**config.mk**
```make
export PLATFORM = sky130hd
export DESIGN_NAME = ddr3_init_seq_flat
export DESIGN_NICKNAME = d
export VERILOG_FILES = /design/src/rtl/ddr3_init_pkg.sv /design/src/rtl/ddr3_init_seq_if.sv /design/src/rtl/ddr3_init_timer.sv /design/src/rtl/ddr3_init_seq.sv /design/src/flat_wrapper.sv
export SDC_FILE = /design/constraint.sdc
export NUM_CORES = 1
export LEC_CHECK = 0
export ABC_AREA = 1
export CAP_MARGIN = 40
export CELL_PAD_IN_SITES_DETAIL_PLACEMENT = 1
export CELL_PAD_IN_SITES_GLOBAL_PLACEMENT = 2
export CORE_ASPECT_RATIO = 1.4
export CORE_MARGIN = 2
export CORE_UTILIZATION = 30
export DETAILED_ROUTE_END_ITERATION = 7
export DONT_BUFFER_PORTS = 1
export HOLD_SLACK_MARGIN = 0.15
export PLACE_DENSITY_LB_ADDON = 0.1
export SYNTH_ARGS = -nofsm -noshare
export SYNTH_HDL_FRONTEND = slang
export SYNTH_HIERARCHICAL = 1
export SYNTH_SLANG_ARGS = --single-unit
```
**constraint.sdc**
```tcl
create_clock -name i_clk -period 4.4 [get_ports i_clk]
set_input_delay 0.88 -clock i_clk [delete_from_list [all_inputs] [get_ports i_clk]]
set_output_delay 0.88 -clock i_clk [all_outputs]
set_load 0.05 [all_outputs]
```
**src/rtl/ddr3_init_pkg.sv**
```systemverilog
// Shared types and constants for the DDR3 power-up sequencer.
// Command encodings are {ras_n, cas_n, we_n}.
package ddr3_init_pkg;

  localparam logic [2:0] CMD_NOP  = 3'b111;
  localparam logic [2:0] CMD_MRS  = 3'b000;
  localparam logic [2:0] CMD_ZQCL = 3'b110;

  // A10 high selects ZQCL (long calibration) rather than ZQCS
  localparam logic [13:0] ZQCL_ADDR = 14'h0400;

  typedef enum logic [3:0] {
    StIdle,
    StCkeWait,
    StTxpr,
    StMr2,
    StMr3,
    StMr1,
    StMr0,
    StZqcl,
    StZqWait,
    StDone
  } state_e;

  // Zero-cycle waits are stretched to one cycle so strobes stay distinct
  function automatic int unsigned clamp_min1(input int unsigned v);
    return (v == 0) ? 1 : v;
  endfunction

  function automatic int unsigned timer_width(input int unsigned a, input int unsigned b,
                                              input int unsigned c, input int unsigned d,
                                              input int unsigned e);
    int unsigned m;
    m = clamp_min1(a);
    if (clamp_min1(b) > m) m = clamp_min1(b);
    if (clamp_min1(c) > m) m = clamp_min1(c);
    if (clamp_min1(d) > m) m = clamp_min1(d);
    if (clamp_min1(e) > m) m = clamp_min1(e);
    return $clog2(m + 1);
  endfunction

endpackage

```
**src/rtl/ddr3_init_seq_if.sv**
```systemverilog
// Handshake with the init controller plus the command/PHY-side bus of the sequencer.
interface ddr3_init_seq_if;

  logic        mem_rst_n;
  logic        init_start;
  logic        ddr_init_done;
  logic        cke;
  logic        cmd_valid;
  logic [2:0]  cmd;
  logic [2:0]  ba;
  logic [13:0] addr;

  modport master (
    output mem_rst_n,
    output init_start,
    input  ddr_init_done,
    input  cke,
    input  cmd_valid,
    input  cmd,
    input  ba,
    input  addr
  );

  modport slave (
    input  mem_rst_n,
    input  init_start,
    output ddr_init_done,
    output cke,
    output cmd_valid,
    output cmd,
    output ba,
    output addr
  );

endinterface

```
**src/rtl/ddr3_init_timer.sv**
```systemverilog
// Loadable down-counter; holds at zero and flags expiry while it sits there.
module ddr3_init_timer #(
  parameter int unsigned Width = 8
) (
  input  logic             i_clk,
  input  logic             i_rst_n,
  input  logic             i_load,
  input  logic [Width-1:0] i_value,
  output logic             o_expire
);

  logic [Width-1:0] count_q, count_d;

  always_comb begin
    count_d = count_q;
    if (i_load) begin
      count_d = i_value;
    end else if (count_q != '0) begin
      count_d = count_q - 1'b1;
    end
  end

  always_ff @(posedge i_clk or negedge i_rst_n) begin
    if (!i_rst_n) begin
      count_q <= '0;
    end else begin
      count_q <= count_d;
    end
  end

  assign o_expire = (count_q == '0);

endmodule

```
**src/rtl/ddr3_init_seq.sv**
```systemverilog
// DDR3 power-up sequencer: CKE wait, tXPR, MR2/MR3/MR1/MR0, ZQCL, tZQinit, then done.
// Command strobes are registered and issued on the edge that enters each command state.
module ddr3_init_seq
  import ddr3_init_pkg::*;
#(
  parameter int unsigned P_TCKE_WAIT = 50000,
  parameter int unsigned P_TXPR      = 27,
  parameter int unsigned P_TMRD      = 4,
  parameter int unsigned P_TMOD      = 12,
  parameter int unsigned P_TZQINIT   = 512,
  parameter logic [13:0] P_MR0       = 14'h0520,
  parameter logic [13:0] P_MR1       = 14'h0044,
  parameter logic [13:0] P_MR2       = 14'h0008,
  parameter logic [13:0] P_MR3       = 14'h0000
) (
  input  logic            i_clk,
  input  logic            i_rst_n,
  ddr3_init_seq_if.slave  init_if
);

  localparam int unsigned TimerW = timer_width(P_TCKE_WAIT, P_TXPR, P_TMRD, P_TMOD, P_TZQINIT);

  // Strobe-to-strobe waits load N-1 because the strobe itself lands on the expiry edge;
  // CKE and done are one edge after expiry, so those load the full N.
  localparam logic [TimerW-1:0] LdCkeWait = TimerW'(clamp_min1(P_TCKE_WAIT));
  localparam logic [TimerW-1:0] LdTxpr    = TimerW'(clamp_min1(P_TXPR) - 1);
  localparam logic [TimerW-1:0] LdTmrd    = TimerW'(clamp_min1(P_TMRD) - 1);
  localparam logic [TimerW-1:0] LdTmod    = TimerW'(clamp_min1(P_TMOD) - 1);
  localparam logic [TimerW-1:0] LdTzqinit = TimerW'(clamp_min1(P_TZQINIT));

  state_e      state_q, state_d;
  logic        cke_q, cke_d;
  logic        done_q, done_d;
  logic        cmd_valid_q, cmd_valid_d;
  logic [2:0]  cmd_q, cmd_d;
  logic [2:0]  ba_q, ba_d;
  logic [13:0] addr_q, addr_d;

  logic              tmr_load;
  logic [TimerW-1:0] tmr_value;
  logic              tmr_expire;

  ddr3_init_timer #(
    .Width (TimerW)
  ) u_timer (
    .i_clk    (i_clk),
    .i_rst_n  (i_rst_n),
    .i_load   (tmr_load),
    .i_value  (tmr_value),
    .o_expire (tmr_expire)
  );

  always_comb begin
    state_d     = state_q;
    cke_d       = cke_q;
    done_d      = done_q;
    cmd_valid_d = 1'b0;
    cmd_d       = CMD_NOP;
    ba_d        = ba_q;
    addr_d      = addr_q;
    tmr_load    = 1'b0;
    tmr_value   = '0;

    if (!init_if.mem_rst_n) begin
      state_d  = StIdle;
      cke_d    = 1'b0;
      done_d   = 1'b0;
      tmr_load = 1'b1;
    end else begin
      unique case (state_q)
        StIdle: begin
          if (init_if.init_start) begin
            state_d   = StCkeWait;
            tmr_load  = 1'b1;
            tmr_value = LdCkeWait;
          end
        end
        StCkeWait: begin
          if (tmr_expire) begin
            state_d   = StTxpr;
            cke_d     = 1'b1;
            tmr_load  = 1'b1;
            tmr_value = LdTxpr;
          end
        end
        StTxpr, StMr2, StMr3, StMr1: begin
          if (tmr_expire) begin
            cmd_valid_d = 1'b1;
            cmd_d       = CMD_MRS;
            tmr_load    = 1'b1;
            tmr_value   = LdTmrd;
            unique case (state_q)
              StTxpr:  begin state_d = StMr2; ba_d = 3'd2; addr_d = P_MR2; end
              StMr2:   begin state_d = StMr3; ba_d = 3'd3; addr_d = P_MR3; end
              StMr3:   begin state_d = StMr1; ba_d = 3'd1; addr_d = P_MR1; end
              default: begin
                state_d   = StMr0;
                ba_d      = 3'd0;
                addr_d    = P_MR0;
                tmr_value = LdTmod;
              end
            endcase
          end
        end
        StMr0: begin
          if (tmr_expire) begin
            state_d     = StZqcl;
            cmd_valid_d = 1'b1;
            cmd_d       = CMD_ZQCL;
            ba_d        = 3'd0;
            addr_d      = ZQCL_ADDR;
            tmr_load    = 1'b1;
            tmr_value   = LdTzqinit;
          end
        end
        StZqcl: begin
          state_d = StZqWait;
        end
        StZqWait: begin
          if (tmr_expire) begin
            state_d = StDone;
            done_d  = 1'b1;
          end
        end
        StDone: begin
          state_d = StDone;
        end
        default: begin
          state_d = StIdle;
        end
      endcase
    end
  end

  always_ff @(posedge i_clk or negedge i_rst_n) begin
    if (!i_rst_n) begin
      state_q     <= StIdle;
      cke_q       <= 1'b0;
      done_q      <= 1'b0;
      cmd_valid_q <= 1'b0;
      cmd_q       <= CMD_NOP;
      ba_q        <= '0;
      addr_q      <= '0;
    end else begin
      state_q     <= state_d;
      cke_q       <= cke_d;
      done_q      <= done_d;
      cmd_valid_q <= cmd_valid_d;
      cmd_q       <= cmd_d;
      ba_q        <= ba_d;
      addr_q      <= addr_d;
    end
  end

  assign init_if.ddr_init_done = done_q;
  assign init_if.cke           = cke_q;
  assign init_if.cmd_valid     = cmd_valid_q;
  assign init_if.cmd           = cmd_q;
  assign init_if.ba            = ba_q;
  assign init_if.addr          = addr_q;

endmodule
```
**src/flat_wrapper.sv**
```systemverilog
// flat-port wrapper written by rule: the top's interface ports become plain ports
module ddr3_init_seq_flat import ddr3_init_pkg::*;
#(
  parameter int unsigned P_TCKE_WAIT = 50000,
  parameter int unsigned P_TXPR      = 27,
  parameter int unsigned P_TMRD      = 4,
  parameter int unsigned P_TMOD      = 12,
  parameter int unsigned P_TZQINIT   = 512,
  parameter logic [13:0] P_MR0       = 14'h0520,
  parameter logic [13:0] P_MR1       = 14'h0044,
  parameter logic [13:0] P_MR2       = 14'h0008,
  parameter logic [13:0] P_MR3       = 14'h0000
)
  (i_clk, i_rst_n, init_if_mem_rst_n, init_if_init_start, init_if_ddr_init_done, init_if_cke, init_if_cmd_valid, init_if_cmd, init_if_ba, init_if_addr);
  ddr3_init_seq_if init_if_i ();
  input  logic i_clk;
  input  logic i_rst_n;
  input wire logic [$bits(init_if_i.mem_rst_n)-1:0] init_if_mem_rst_n;
  input wire logic [$bits(init_if_i.init_start)-1:0] init_if_init_start;
  output wire logic [$bits(init_if_i.ddr_init_done)-1:0] init_if_ddr_init_done;
  output wire logic [$bits(init_if_i.cke)-1:0] init_if_cke;
  output wire logic [$bits(init_if_i.cmd_valid)-1:0] init_if_cmd_valid;
  output wire logic [$bits(init_if_i.cmd)-1:0] init_if_cmd;
  output wire logic [$bits(init_if_i.ba)-1:0] init_if_ba;
  output wire logic [$bits(init_if_i.addr)-1:0] init_if_addr;
  assign init_if_i.mem_rst_n = init_if_mem_rst_n;
  assign init_if_i.init_start = init_if_init_start;
  assign init_if_ddr_init_done = init_if_i.ddr_init_done;
  assign init_if_cke = init_if_i.cke;
  assign init_if_cmd_valid = init_if_i.cmd_valid;
  assign init_if_cmd = init_if_i.cmd;
  assign init_if_ba = init_if_i.ba;
  assign init_if_addr = init_if_i.addr;
  ddr3_init_seq #(.P_TCKE_WAIT(P_TCKE_WAIT), .P_TXPR(P_TXPR), .P_TMRD(P_TMRD), .P_TMOD(P_TMOD), .P_TZQINIT(P_TZQINIT), .P_MR0(P_MR0), .P_MR1(P_MR1), .P_MR2(P_MR2), .P_MR3(P_MR3)) u_core (.i_clk(i_clk), .i_rst_n(i_rst_n), .init_if(init_if_i));
endmodule
```
# Word-level counts from Yosys, hierarchy flattened
# Cells that the tools add are included.
# word_totals
reg_bits	43
latchBits	0
ramBits	0
rom_bits	0
in_bits	4
output_inout_bits	23
elab_cells	81
memories	0
# classes
add_sub_neg	1
multipliers	0
n_div	0
order_cmp	0
eq_ne	19
shift	0
mux	40
bitwise	0
reduce_logical	13
# ops
operator	count
two-way mux 16 bit	5
case mux 16 bit (4 select lines)	1
case mux 11 bit (3 select lines)	1
two-way mux 14 bit	2
two-way mux 4 bit	7
case mux 14 bit (2 select lines)	1
case mux 4 bit (7 select lines)	1
equality test 4 x 3 -> 1 bit, second input constant	4
logical NOT 16 bit	1
nonzero test 16 bit	1
subtractor 16 x 1 -> 16 bit, second input constant	1
two-way mux 3 bit	4
!= test 3 x 2 -> 1 bit, second input constant	4
case mux 3 bit (2 select lines)	2
two-way mux 1 bit	11
two-way mux 10 bit	1
!= test 2 x 1 -> 1 bit, second input constant	5
case mux 3 bit (3 select lines)	1
equality test 4 x 2 -> 1 bit, second input constant	2
equality test 4 bit, second input constant	2
case mux 2 bit (3 select lines)	1
OR reduction 6 bit	1
two-way mux 5 bit	1
AND reduction 5 bit	1
10 further kinds	12

# Longest topological paths before layout
# Gate-level depths: netlist of run 1.
# depth
ltp_word	7
depth_mapped	14
depth_no_buf	13

# Modules after synthesis
# The synthesis of run 1 kept the hierarchy.
# by_module_without_submodules
mod	instances	cells_per_inst	area_per_inst_um2	seq_area_each_um2
ddr3_init_timer	1	168	1133.6	400.4
ddr3_init_seq	1	118	944.7	377.9

# Least setup slack after synthesis of run 1
# Ideal clock, no wire load.
# synth_timing
path_type	reg2reg
start	reg u_core.u_timer.count_q[0]
end	reg u_core.ba_q[0], in the netlist u_core/init_if.ba[0]
setup_time_ps	121
arrival_time_ps	1934
required_time_ps	4279
path_slack_ps	2345
stages_incl_launch_ff	13
n_path_buf	1
synth_period_minus_slack_ps	2055
cell_sequence	dfrtp_1 > inv_1 > ha_1 > nand2_2 > nor2_2 > nand3_1 > nor3_1 > nand2_1 > inv_1 > o21ai_4 > buf_6 > nand2_2 > o21ai_2
# synth_via
elab_chain_len	3
word_cells_on_any_way	4
classes_between	eq/ne: 2; reduce/logical: 2
# synth_rtl
item	line	rtl
start: declaration	ddr3_init_timer.sv:12	logic [Width-1:0] count_q, count_d;
start signal: assignment	ddr3_init_timer.sv:27	count_q <= count_d;
logical NOT 16 bit *	ddr3_init_timer.sv:31	assign o_expire = (count_q == '0);
net u_core.tmr_expire	ddr3_init_seq.sv:41	logic tmr_expire;
!= test 2 x 1 -> 1 bit (no line)	n/a	
AND reduction 4 bit (no line) *	n/a	
end signal: assignment	ddr3_init_seq.sv:142	ba_q <= '0;
end signal: assignment	ddr3_init_seq.sv:150	ba_q <= ba_d;
end: declaration	ddr3_init_seq.sv:36	logic [2:0] ba_q, ba_d;
# The timed path passes the listed nets; every way through them passes the cells marked *.
# A chain may end at the register's enable or synchronous reset.

# Worst setup path in the final report of run 1
# layout_timing
start	reg u_core.u_timer.count_q[0]
end	reg u_core.u_timer.count_q[12]
# layout_via
elab_chain_len	5
word_cells_on_any_way	9
classes_between	add/sub: 1; mux: 5; reduce/logical: 3
# layout_rtl
item	line	rtl
logical NOT 16 bit *	ddr3_init_timer.sv:31	
net u_core.tmr_expire	ddr3_init_seq.sv:41	
two-way mux 1 bit *	ddr3_init_seq.sv:79, ddr3_init_seq.sv:87, ddr3_init_seq.sv:106	
case mux 1 bit (2 select lines) *	ddr3_init_seq.sv:70	unique case (state_q)
two-way mux 1 bit *	ddr3_init_seq.sv:64	if (!init_if.mem_rst_n) begin
net u_core.tmr_load	ddr3_init_seq.sv:39	logic tmr_load;
two-way mux 16 bit or nonzero test 2 bit (tied branches)	n/a	
# The timed path passes the listed nets; every way through them passes the cells marked *. The select of a mux whose other input is x is not followed.

==> impl_metrics.csv, run 1 <==
group,metric,value,unit
yosys,synth_edf_count,0,
flow_run,maxCapViolCount,0,
critical_path,start_kind,"flip-flop",
grt,grt-ovfl-total,0,
yosys,synth.most_common_cell,"nand2_1",
place,placed_cell_area,2170,sq um
sta,fmax,361,MHz
hold_path,min_path_type,"primary input to async pin",
floorplanning,num_rows,35,
critical_path,required,4.57,ns
outcome,status,"finished, final reports clean",
detailed_routing,vias,1691,
detailed_routing,drt_iter0_drc,67,
yosys,ys_warn_count,6,
grt,grt_pass1_vias,1832,
yosys,synth_top_cell_by_area,"dfrtp_1",
yosys,yosys-top-cells-count,"83 x nand2_1, 34 x inv_1, 29 x dfrtp_1, 28 x nor2_1, 18 x nand3_1",
cts,worstSkewPairLatency,0.28,ns
pwr,p_per_area,522,nW/um^2
sta,min_period,2.77,ns
critical_path,path_class,"flip-flop to flip-flop",
yosys,ys_seq_area_frac,0.374,
cts,cts_sinks,31,
grt,grt_max_degree,32,
floorplanning,die_x,74.3,microns
cts,post_cts_buffers,0,
sta,tightest_slew,0.547,ns
yosys,ys_top_cells_by_area,"dfrtp_1 35%, nand2_1 15%, inv_1 6.1%",
sta,finalMaxSlewViolations,0,
critical_path,critPathSlowestCell,"nor3_1",
pwr,leakage,1.15,nW
floorplanning,initial_utilization,0.312,
floorplanning,die_area,7620,sq um
yosys,netlist.area_leader.share,0.349,
final_layout,fill_cells,871,
detailed_routing,wire_per_inst,14.0,microns
place,port_buffers,0,
detailed_routing,drc,0,
pwr,peakVddDrop,199,uV
detailed_routing,firstDrtPassIters,4,
cts,numCtsBuffers,5,
final_layout,fin_nets,298,
sta,relSlewSlack,0.636,
critical_path,path_cells,"inv_1 -> ha_1 -> nand2_2 -> nor2_2 -> nand3_1 -> nor3_1 -> nand2_1 -> nand3_1 -> buf_4 -> inv_1 -> or2_2 -> nand2_1 -> nor2_1",
yosys,synth_cell_type_count,33,
detailed_routing,avgViaCountPerCell,4.39,
grt,grt_use_total,0.162,
floorplanning,dieHeight,102,microns
yosys,syn_area,2080,sq um
sta,final-hold-violation-count,0,
grt,grt_first_pass_wirelength,9250,microns
yosys,async_reset_ff_frac,1.00,
place,gp_congestion,0.833,
grt,antenna_found_initial,0,
sta,min_period_over_period,0.629,
critical_path,worst-path-max-fanout,20,
critical_path,worstSetupEndpointType,"flip-flop",
critical_path,max_stage_delay,0.43,ns
pwr,finalPower,1.18,mW
cts,cts_tree,"done",
cts,cts_max_level,2,
yosys,postSynthCellCount,286,
final_layout,drive_gt1_frac,0.171,
sta,setup_violations,0,
sta,fin_tns_setup,0,ns
cts,ctsResizeCount,0,
cts,hold_buffers,0,
detailed_routing,wl,5390,microns
yosys,ys_ff_latch,31,
sta,rsz0062_at_grt,"no",
detailed_routing,ant_nets,0,
final_layout,diodes,0,
final_layout,design_area,2260,sq um
sta,clock_skew,0.00364,ns
floorplanning,core_area,6660,sq um
critical_path,arrival,2.94,ns
final_layout,syn_to_final_growth,8.55,%
floorplanning,pin_count,27,
yosys,synth_flop_cell,"dfrtp_1",
yosys,synth_area_per_cell,7.27,sq um
cts,cts_buffer_depth,2,
cts,clk_pin_slew,0.07,ns
final_layout,final_core_util,0.339,
place,dp_hpwl,4240,microns
cts,clockRootBuffer,"clkbuf_8",
-- area by class of cell --
| class | count | area (sq um) | share of cell area |
|---|---|---|---|
| sequential | 31 | 778 | 0.345 |
| clock buffer | 6 | 82.6 | 0.0366 |
| inverter | 36 | 135 | 0.0599 |
| timing repair buffer | 3 | 50.0 | 0.0222 |
| multi-input combinational | 216 | 1090 | 0.483 |
| tap | 92 | 115 | 0.0510 |
| clock inverter | 1 | 5.00 | 0.00222 |
-- worst paths after layout --
check	slack, ns	end	startpoint	cells past startpoint
hold / removal	0.29	u_core/u_timer/count_q[13]	i_rst_n	0
hold reg to reg	0.57	u_core/state_q[0]	u_core/state_q[0]	2
setup reg to reg	1.63	u_core/u_timer/count_q[12]	u_core/u_timer/count_q[0]	13
setup / recovery	1.63	u_core/u_timer/count_q[12]	u_core/u_timer/count_q[0]	13
max in group asynchronous	3.93	u_core/init_if.cmd[0]	i_rst_n	0
min in group i_clk	0.57	u_core/state_q[0]	u_core/state_q[0]	2
-- through the flow --
step	cells	hold WS (ns)	setup slack (ns)
3_5_place_dp	378	0.561	1.64
6_report	385	0.291	1.63
2_1_floorplan	301	0.516	2.35
4_1_cts	385	0.275	1.63
3_3_place_gp	376	0.552	1.74
5_1_grt	385	0.271	1.30
-- sequential cells by signal, indices dropped and copies added, names as in the netlist --
| name | cells |
|---|---|
| u_core/init_if.cmd_valid | 1 |
| u_core/init_if.ba | 2 |
| u_core/init_if.ddr_init_done | 1 |
| u_core/u_timer/count_q | 16 |
| u_core/init_if.addr | 4 |
| u_core/init_if.cmd | 2 |
| u_core/state_q | 4 |
| u_core/init_if.cke | 1 |
-- routing by layer --
metal / vias to the layer above / share of wire / routed length (microns) / global-route usage
li1: 877 / - / - / -
met1: 798 / 0.39 / 2130 / 0.178
met2: 12 / 0.57 / 3090 / 0.311
met3: 4 / 0.021 / 113 / 0.0266
met4: 0 / 0.0095 / 51 / 0.0453
met5: - / 0 / 0 / 0
-- layout by cell type, fill, tap and decap left out --
cell type  synthesis  layout
nor2_2             9       9
nand2_2           10      10
nand4_1            3       3
nand3_1           18      18
o21bai_2           1       1
nor2_1            28      28
o21ai_0            6       6
nand2_4            1       1
a21oi_1            7       7
or2_2              1       1
nand2_1           83      83
inv_1             34      34
dfstp_2            2       2
a32o_1             1       1
nand3b_1           2       2
dfrtp_1           29      29
inv_2              2       2
nor2_4             4       4
clkbuf_8           0       6
buf_4             14       1
o21bai_1           3       3
o21ai_2            5       5
o21ai_4            1       1
o21ai_1            4       4
nor3_1             3       3
nand3_2            2       2
ha_1               1       1
buf_16             0       1
nor3_2             1       1
xnor2_1            3       3
conb_1             1      16
nand3_4            1       1
xor2_1             2       2
buf_8              0       1
clkinv_2           0       1
-- worst max-delay path, delay by kind of cell (launching register included) --
kind | cells | cell delay (ns)
adders and majority gates | 1 | 0.25
buffers and inverters | 3 | 0.58
DFF | 1 | 0.38
and+or+nand+nor | 9 | 1.45
-- kinds of logic after synthesis --
logic type               Yosys count  synth area share
buffers and inverters             54             0.128
AO/OA/AOI/OAI                     28            0.0909
other                              1           0.00180
adder cells (fa/ha/maj)            1           0.00602
XOR/XNOR                           5            0.0211
AND/OR/NAND/NOR                  166             0.377
flip-flops                        31             0.374
-- power by group --
part / leakage, nW / internal (mW) / switching [mW]
registers: 0.403 / 0.345 / 0.0823
logic: 0.696 / 0.166 / 0.353
clock network: 0.0470 / 0.123 / 0.108
total: 1.15 / 0.634 / 0.543
No activity file was read; power rests on OpenSTA's default activity.
==> inputs of run 2 (changes only) <==
clock period = 2.6 ns   (was 4.4 ns; I/O delays follow)
==> impl_metrics.csv, run 2 (synthesized netlist as in run 1, its figures left out) <==
group,metric,value,unit
floorplanning,die_x,74.3,microns
final_layout,drive_gt1_frac,0.184,
sta,min_period,2.33,ns
final_layout,syn_to_final_growth,12.2,%
final_layout,multiInputGateArea,1090,sq um
place,gp_congestion,0.777,
final_layout,largest_reg_flops,16,
cts,ctsResizeCount,0,
final_layout,fill_cells,855,
floorplanning,core_area,6660,sq um
sta,fin_ws,0.272,ns
sta,clock_skew,0.00866,ns
detailed_routing,drt_iter0_drc,51,
hold_path,holdPathStages,1,
final_layout,fin_nets,303,
grt,busiest_layer,"met2",
cts,post_cts_buffers,0,
grt,use_met1,0.166,
grt,use_met2,0.308,
critical_path,path_class,"flip-flop to flip-flop",
sta,fin_tns_setup,0,ns
sta,relSlewSlack,0.665,
final_layout,seq_area,778,sq um
sta,fmax,430,MHz
cts,worstSkewPairLatency,0.28,ns
critical_path,crit_top_cell,"inv_1",
critical_path,reg2reg_from,"u_core/u_timer/count_q[0]",
critical_path,worst-path-max-fanout,13,
cts,clockRootBuffer,"clkbuf_8",
place,place_ws,0.262,ns
detailed_routing,ant_nets,0,
floorplanning,pin_count,27,
critical_path,path_cells,"inv_1 -> ha_1 -> nand2_2 -> nor2_2 -> nand3_1 -> nor3_1 -> nand2_1 -> nand3_1 -> inv_1 -> nand3_2 -> inv_1 -> a21oi_1",
sta,setup_violations,0,
final_layout,diodes,0,
place,port_buffers,0,
place,place_inst,381,
sta,min_period_over_period,0.895,
critical_path,worstSetupEndpointType,"flip-flop",
cts,cts_max_level,2,
outcome,status,"finished, final reports clean",
detailed_routing,vias,1744,
grt,grt_use_total,0.160,
sta,tightest_slew,0.502,ns
critical_path,arrival,2.53,ns
detailed_routing,drc,0,
detailed_routing,wire_per_inst,14.2,microns
final_layout,final_core_util,0.350,
cts,cts_buffer_depth,2,
grt,grt_pass1_vias,1828,
sta,hold-worst-slack,0.370,ns
detailed_routing,wl,5560,microns
cts,cts_tree,"done",
final_layout,final_cell_mix,"83 x nand2_1, 34 x inv_1, 29 x dfrtp_1",
grt,grt-ovfl-total,0,
critical_path,setup.worst_path.start,"u_core/u_timer/count_q[0]",
critical_path,max_stage_delay,0.39,ns
final_layout,final_common_cell,"nand2_1",
floorplanning,num_rows,35,
floorplanning,initial_utilization,0.312,
critical_path,required,2.80,ns
grt,grt_use_met3,0.0325,
critical_path,start_kind,"flip-flop",
cts,numCtsBuffers,5,
cts,cts_sinks,31,
flow_run,maxCapViolCount,0,
hold_path,worst_hold_startpoint,"init_if_mem_rst_n",
critical_path,worstRegToRegCells,12,
cts,hold_buffers,2,
detailed_routing,avgViaCountPerCell,4.46,
grt,grt_first_pass_wirelength,8920,microns
detailed_routing,firstDrtPassIters,4,
pwr,leakage,1.19,nW
cts,clk_pin_slew,0.07,ns
floorplanning,die_area,7620,sq um
final_layout,regMostFlops,"u_core/u_timer/count_q",
final_layout,stdcell_count,391,
sta,finalMaxSlewViolations,0,
pwr,p_per_area,918,nW/um^2
grt,antenna_found_initial,0,
sta,final-hold-violation-count,0,
hold_path,min_path_type,"primary input to flip-flop",
sta,rsz0062_at_grt,"no",
floorplanning,dieHeight,102,microns
pwr,peakVddDrop,240,uV
critical_path,critPathSlowestCell,"dfrtp_1",
place,dp_hpwl,4360,microns
grt,grt_max_degree,32,
run 2: changes by cell type in the layout (fill, tap and decap cells not counted), sizes merged:
cell | before | now
buf | 3 | 7
bufinv | 0 | 1
dlygate4sd3 | 0 | 1
run 2: final cells by class:
type,count,share of cell area
Multi-Input combinational cell,216,0.468
Sequential cell,31,0.334
Inverter,36,0.0580
Tap cell,92,0.0494
Timing Repair Buffer,8,0.0408
Clock buffer,6,0.0354
Clock inverter,2,0.0150
run 2: routing by layer:
metal  part of all wire  vias up
met5                  0        -
met4              0.025        0
met3              0.025       10
met2               0.56       18
met1               0.40      834
li1                   -      882
run 2: worst paths after layout:
kind                                                 to  slack [ns]
max                           u_core/u_timer/count_q[6]        0.27
min                        u_core/init_if.ddr_init_done        0.37
max reg2reg                   u_core/u_timer/count_q[6]        0.27
min reg2reg                   u_core/u_timer/count_q[1]        0.56
max in group asynchronous         u_core/init_if.cmd[0]        1.67
min in group asynchronous    u_core/u_timer/count_q[12]        0.69
run 2: power breakdown:
| group | internal (mW) | total [mW] | leakage, nW | switching, mW |
|---|---|---|---|---|
| clock | 0.310 | 0.504 | 0.0612 | 0.194 |
| combinational | 0.296 | 0.912 | 0.724 | 0.616 |
| sequential | 0.584 | 0.724 | 0.403 | 0.140 |
| total | 1.19 | 2.14 | 1.19 | 0.950 |
run 2: critical path: cells and delay by family, from the launching register on:
kind                       cells  cell delay (ns)
and+or+nand+nor                7             1.04
buffers and inverters          3             0.42
DFF                            1             0.39
adders and majority gates      1             0.25
AOI/OAI and AO/OA              1             0.14
run 2: per-stage QoR:
step           total power, mW  cell area, sq um
6_report                  2.14              2330
5_1_grt                   2.31              2330
4_1_cts                   2.18              2330
3_5_place_dp              1.65              2180
3_3_place_gp              1.62              2160
2_1_floorplan             1.42              2130
==> inputs of run 3 (changes only) <==
CELL_PAD_IN_SITES_DETAIL_PLACEMENT = not set   (was 1)
CELL_PAD_IN_SITES_GLOBAL_PLACEMENT = not set   (was 2)
PLACE_DENSITY_LB_ADDON = not set   (was 0.1)
SETUP_SLACK_MARGIN = 0.5   (was not set)
==> impl_metrics.csv, run 3 (synthesized netlist as in run 1, its figures left out) <==
group,metric,value,unit
outcome,status,"finished, final reports clean",
final_layout,stdcell_count,397,
final_layout,multiInputGateArea,1160,sq um
sta,clock_skew,0.00607,ns
floorplanning,dieHeight,102,microns
final_layout,largest_reg_flops,16,
floorplanning,core_area,6660,sq um
critical_path,path_cells,"inv_2 -> ha_4 -> nand2_4 -> nor2_4 -> nand3_2 -> nor3_4 -> buf_6 -> nor2_1 -> nand3_1 -> nand2_1 -> inv_2 -> nand3_2 -> nand2_1 -> nand2_1",
final_layout,regMostFlops,"u_core/u_timer/count_q",
grt,grt-ovfl-total,0,
floorplanning,die_area,7620,sq um
cts,numCtsBuffers,5,
critical_path,start_kind,"flip-flop",
sta,finalMaxSlewViolations,0,
sta,relSlewSlack,0.658,
pwr,leakage,1.21,nW
place,gp_congestion,0.855,
place,port_buffers,0,
detailed_routing,avgViaCountPerCell,4.39,
final_layout,design_area,2430,sq um
detailed_routing,ant_nets,0,
critical_path,cp_num_buf_inv,3,
final_layout,diodes,0,
critical_path,worst-path-max-fanout,4,
pwr,p_per_area,854,nW/um^2
critical_path,path_class,"flip-flop to flip-flop",
final_layout,fin_nets,309,
critical_path,required,2.78,ns
cts,worstSkewPairLatency,0.29,ns
critical_path,worstSetupEndpointType,"flip-flop",
pwr,peakVddDrop,414,uV
grt,grt_use_total,0.133,
final_layout,drive_gt1_frac,0.239,
sta,fmax,504,MHz
final_layout,fill_cells,737,
final_layout,final_cell_mix,"83 x nand2_1, 29 x dfrtp_1, 28 x inv_1",
cts,clk_pin_slew,0.07,ns
sta,setup_violations,0,
place,place_inst,380,
sta,fin_tns_setup,0,ns
cts,cts_tree,"done",
detailed_routing,drt_iter0_drc,48,
sta,hold-worst-slack,0.384,ns
floorplanning,die_x,74.3,microns
grt,antenna_found_initial,0,
sta,min_period,1.98,ns
critical_path,path_delay_family,"simple AND/OR/NAND/NOR gates",
grt,grt_first_pass_wirelength,7910,microns
final_layout,final_common_cell,"nand2_1",
place,dp_hpwl,3390,microns
floorplanning,pin_count,27,
final_layout,seq_area,778,sq um
hold_path,min_path_type,"primary input to flip-flop",
detailed_routing,wl,4640,microns
cts,clockRootBuffer,"clkbuf_8",
sta,tightest_slew,0.513,ns
detailed_routing,wire_per_inst,11.7,microns
cts,cts_buffer_depth,2,
floorplanning,initial_utilization,0.312,
cts,cts_sinks,31,
critical_path,max_stage_delay,0.39,ns
flow_run,maxCapViolCount,0,
sta,final-hold-violation-count,0,
sta,rsz0062_at_grt,"yes",
final_layout,syn_to_final_growth,17.0,%
detailed_routing,vias,1742,
floorplanning,num_rows,35,
detailed_routing,drc,0,
critical_path,arrival,2.16,ns
place,placed_cell_area,2180,sq um
cts,cts_max_level,2,
critical_path,crit_top_cell,"nand2_1",
sta,min_period_over_period,0.762,
grt,grt_pass1_vias,1777,
grt,grt_max_degree,32,
detailed_routing,firstDrtPassIters,4,
critical_path,critPathSlowestCell,"dfrtp_1",
==> run 3: through the flow <==
stage | util | power [mW] | setup slack, ns
final | 0.365 | 2.08 | 0.618
after floorplan | - | 1.42 | 0.545
after CTS | 0.347 | 1.99 | 0.502
after detailed placement | 0.327 | 1.57 | 0.352
after global routing | 0.365 | 2.25 | 0.463
after global placement | 0.323 | 1.55 | 0.463
==> run 3: what timing repair did <==
action	in CTS	in global routing
hold buffers	2	0
setup buffers	0	6
gates resized for setup	4	17
gates cloned	1	0
pin swaps	0	2
setup endpoints to repair	18	21
endpoints found under the hold margin	31	0
==> run 3: final timing paths <==
path / from / to / slack, ns / depth (start not counted)
worst max-delay path: u_core/u_timer/count_q[0] / u_core/state_q[1] / 0.62 / 14
worst min-delay path: init_if_mem_rst_n / u_core/init_if.ddr_init_done / 0.38 / 1
worst max register to register: u_core/u_timer/count_q[0] / u_core/state_q[1] / 0.62 / 14
worst min register to register: u_core/state_q[0] / u_core/state_q[0] / 0.56 / 2
max in group asynchronous: i_rst_n / u_core/init_if.cmd[0] / 1.69 / 2
min in group asynchronous: i_rst_n / u_core/init_if.ba[0] / 0.67 / 2
==> run 3: cell type report <==
| class | instances | area share |
|---|---|---|
| sequential | 31 | 0.320 |
| inverter | 36 | 0.0566 |
| timing repair buffer | 13 | 0.0628 |
| clock inverter | 3 | 0.00823 |
| tap | 92 | 0.0473 |
| clock buffer | 5 | 0.0283 |
| multi-input combinational | 217 | 0.477 |
==> run 3: worst reg2reg max path, cell delays in order (launching register included) <==
cell and delay (ns):
dfrtp_1 0.39, inv_2 0.10, ha_4 0.17, nand2_4 0.08, nor2_4 0.13, nand3_2 0.10
nor3_4 0.23, buf_6 0.14, nor2_1 0.06, nand3_1 0.11, nand2_1 0.07, inv_2 0.07
nand3_2 0.10, nand2_1 0.08, nand2_1 0.05
==> run 3: report_power, final <==
part	internal, mW	total [mW]	switching [mW]
Combinational	0.347	0.963	0.616
Sequential	0.584	0.733	0.149
Clock	0.186	0.382	0.196
==> run 3: routing by layer <==
layer / part of all wire / vias up / GRT usage / wire [microns]
li1: - / 898 / - / -
met1: 0.40 / 808 / 0.141 / 1840
met2: 0.56 / 30 / 0.258 / 2610
met3: 0.031 / 6 / 0.0276 / 144
met4: 0.0097 / 0 / 0.0343 / 45
met5: 0 / - / 0 / 0
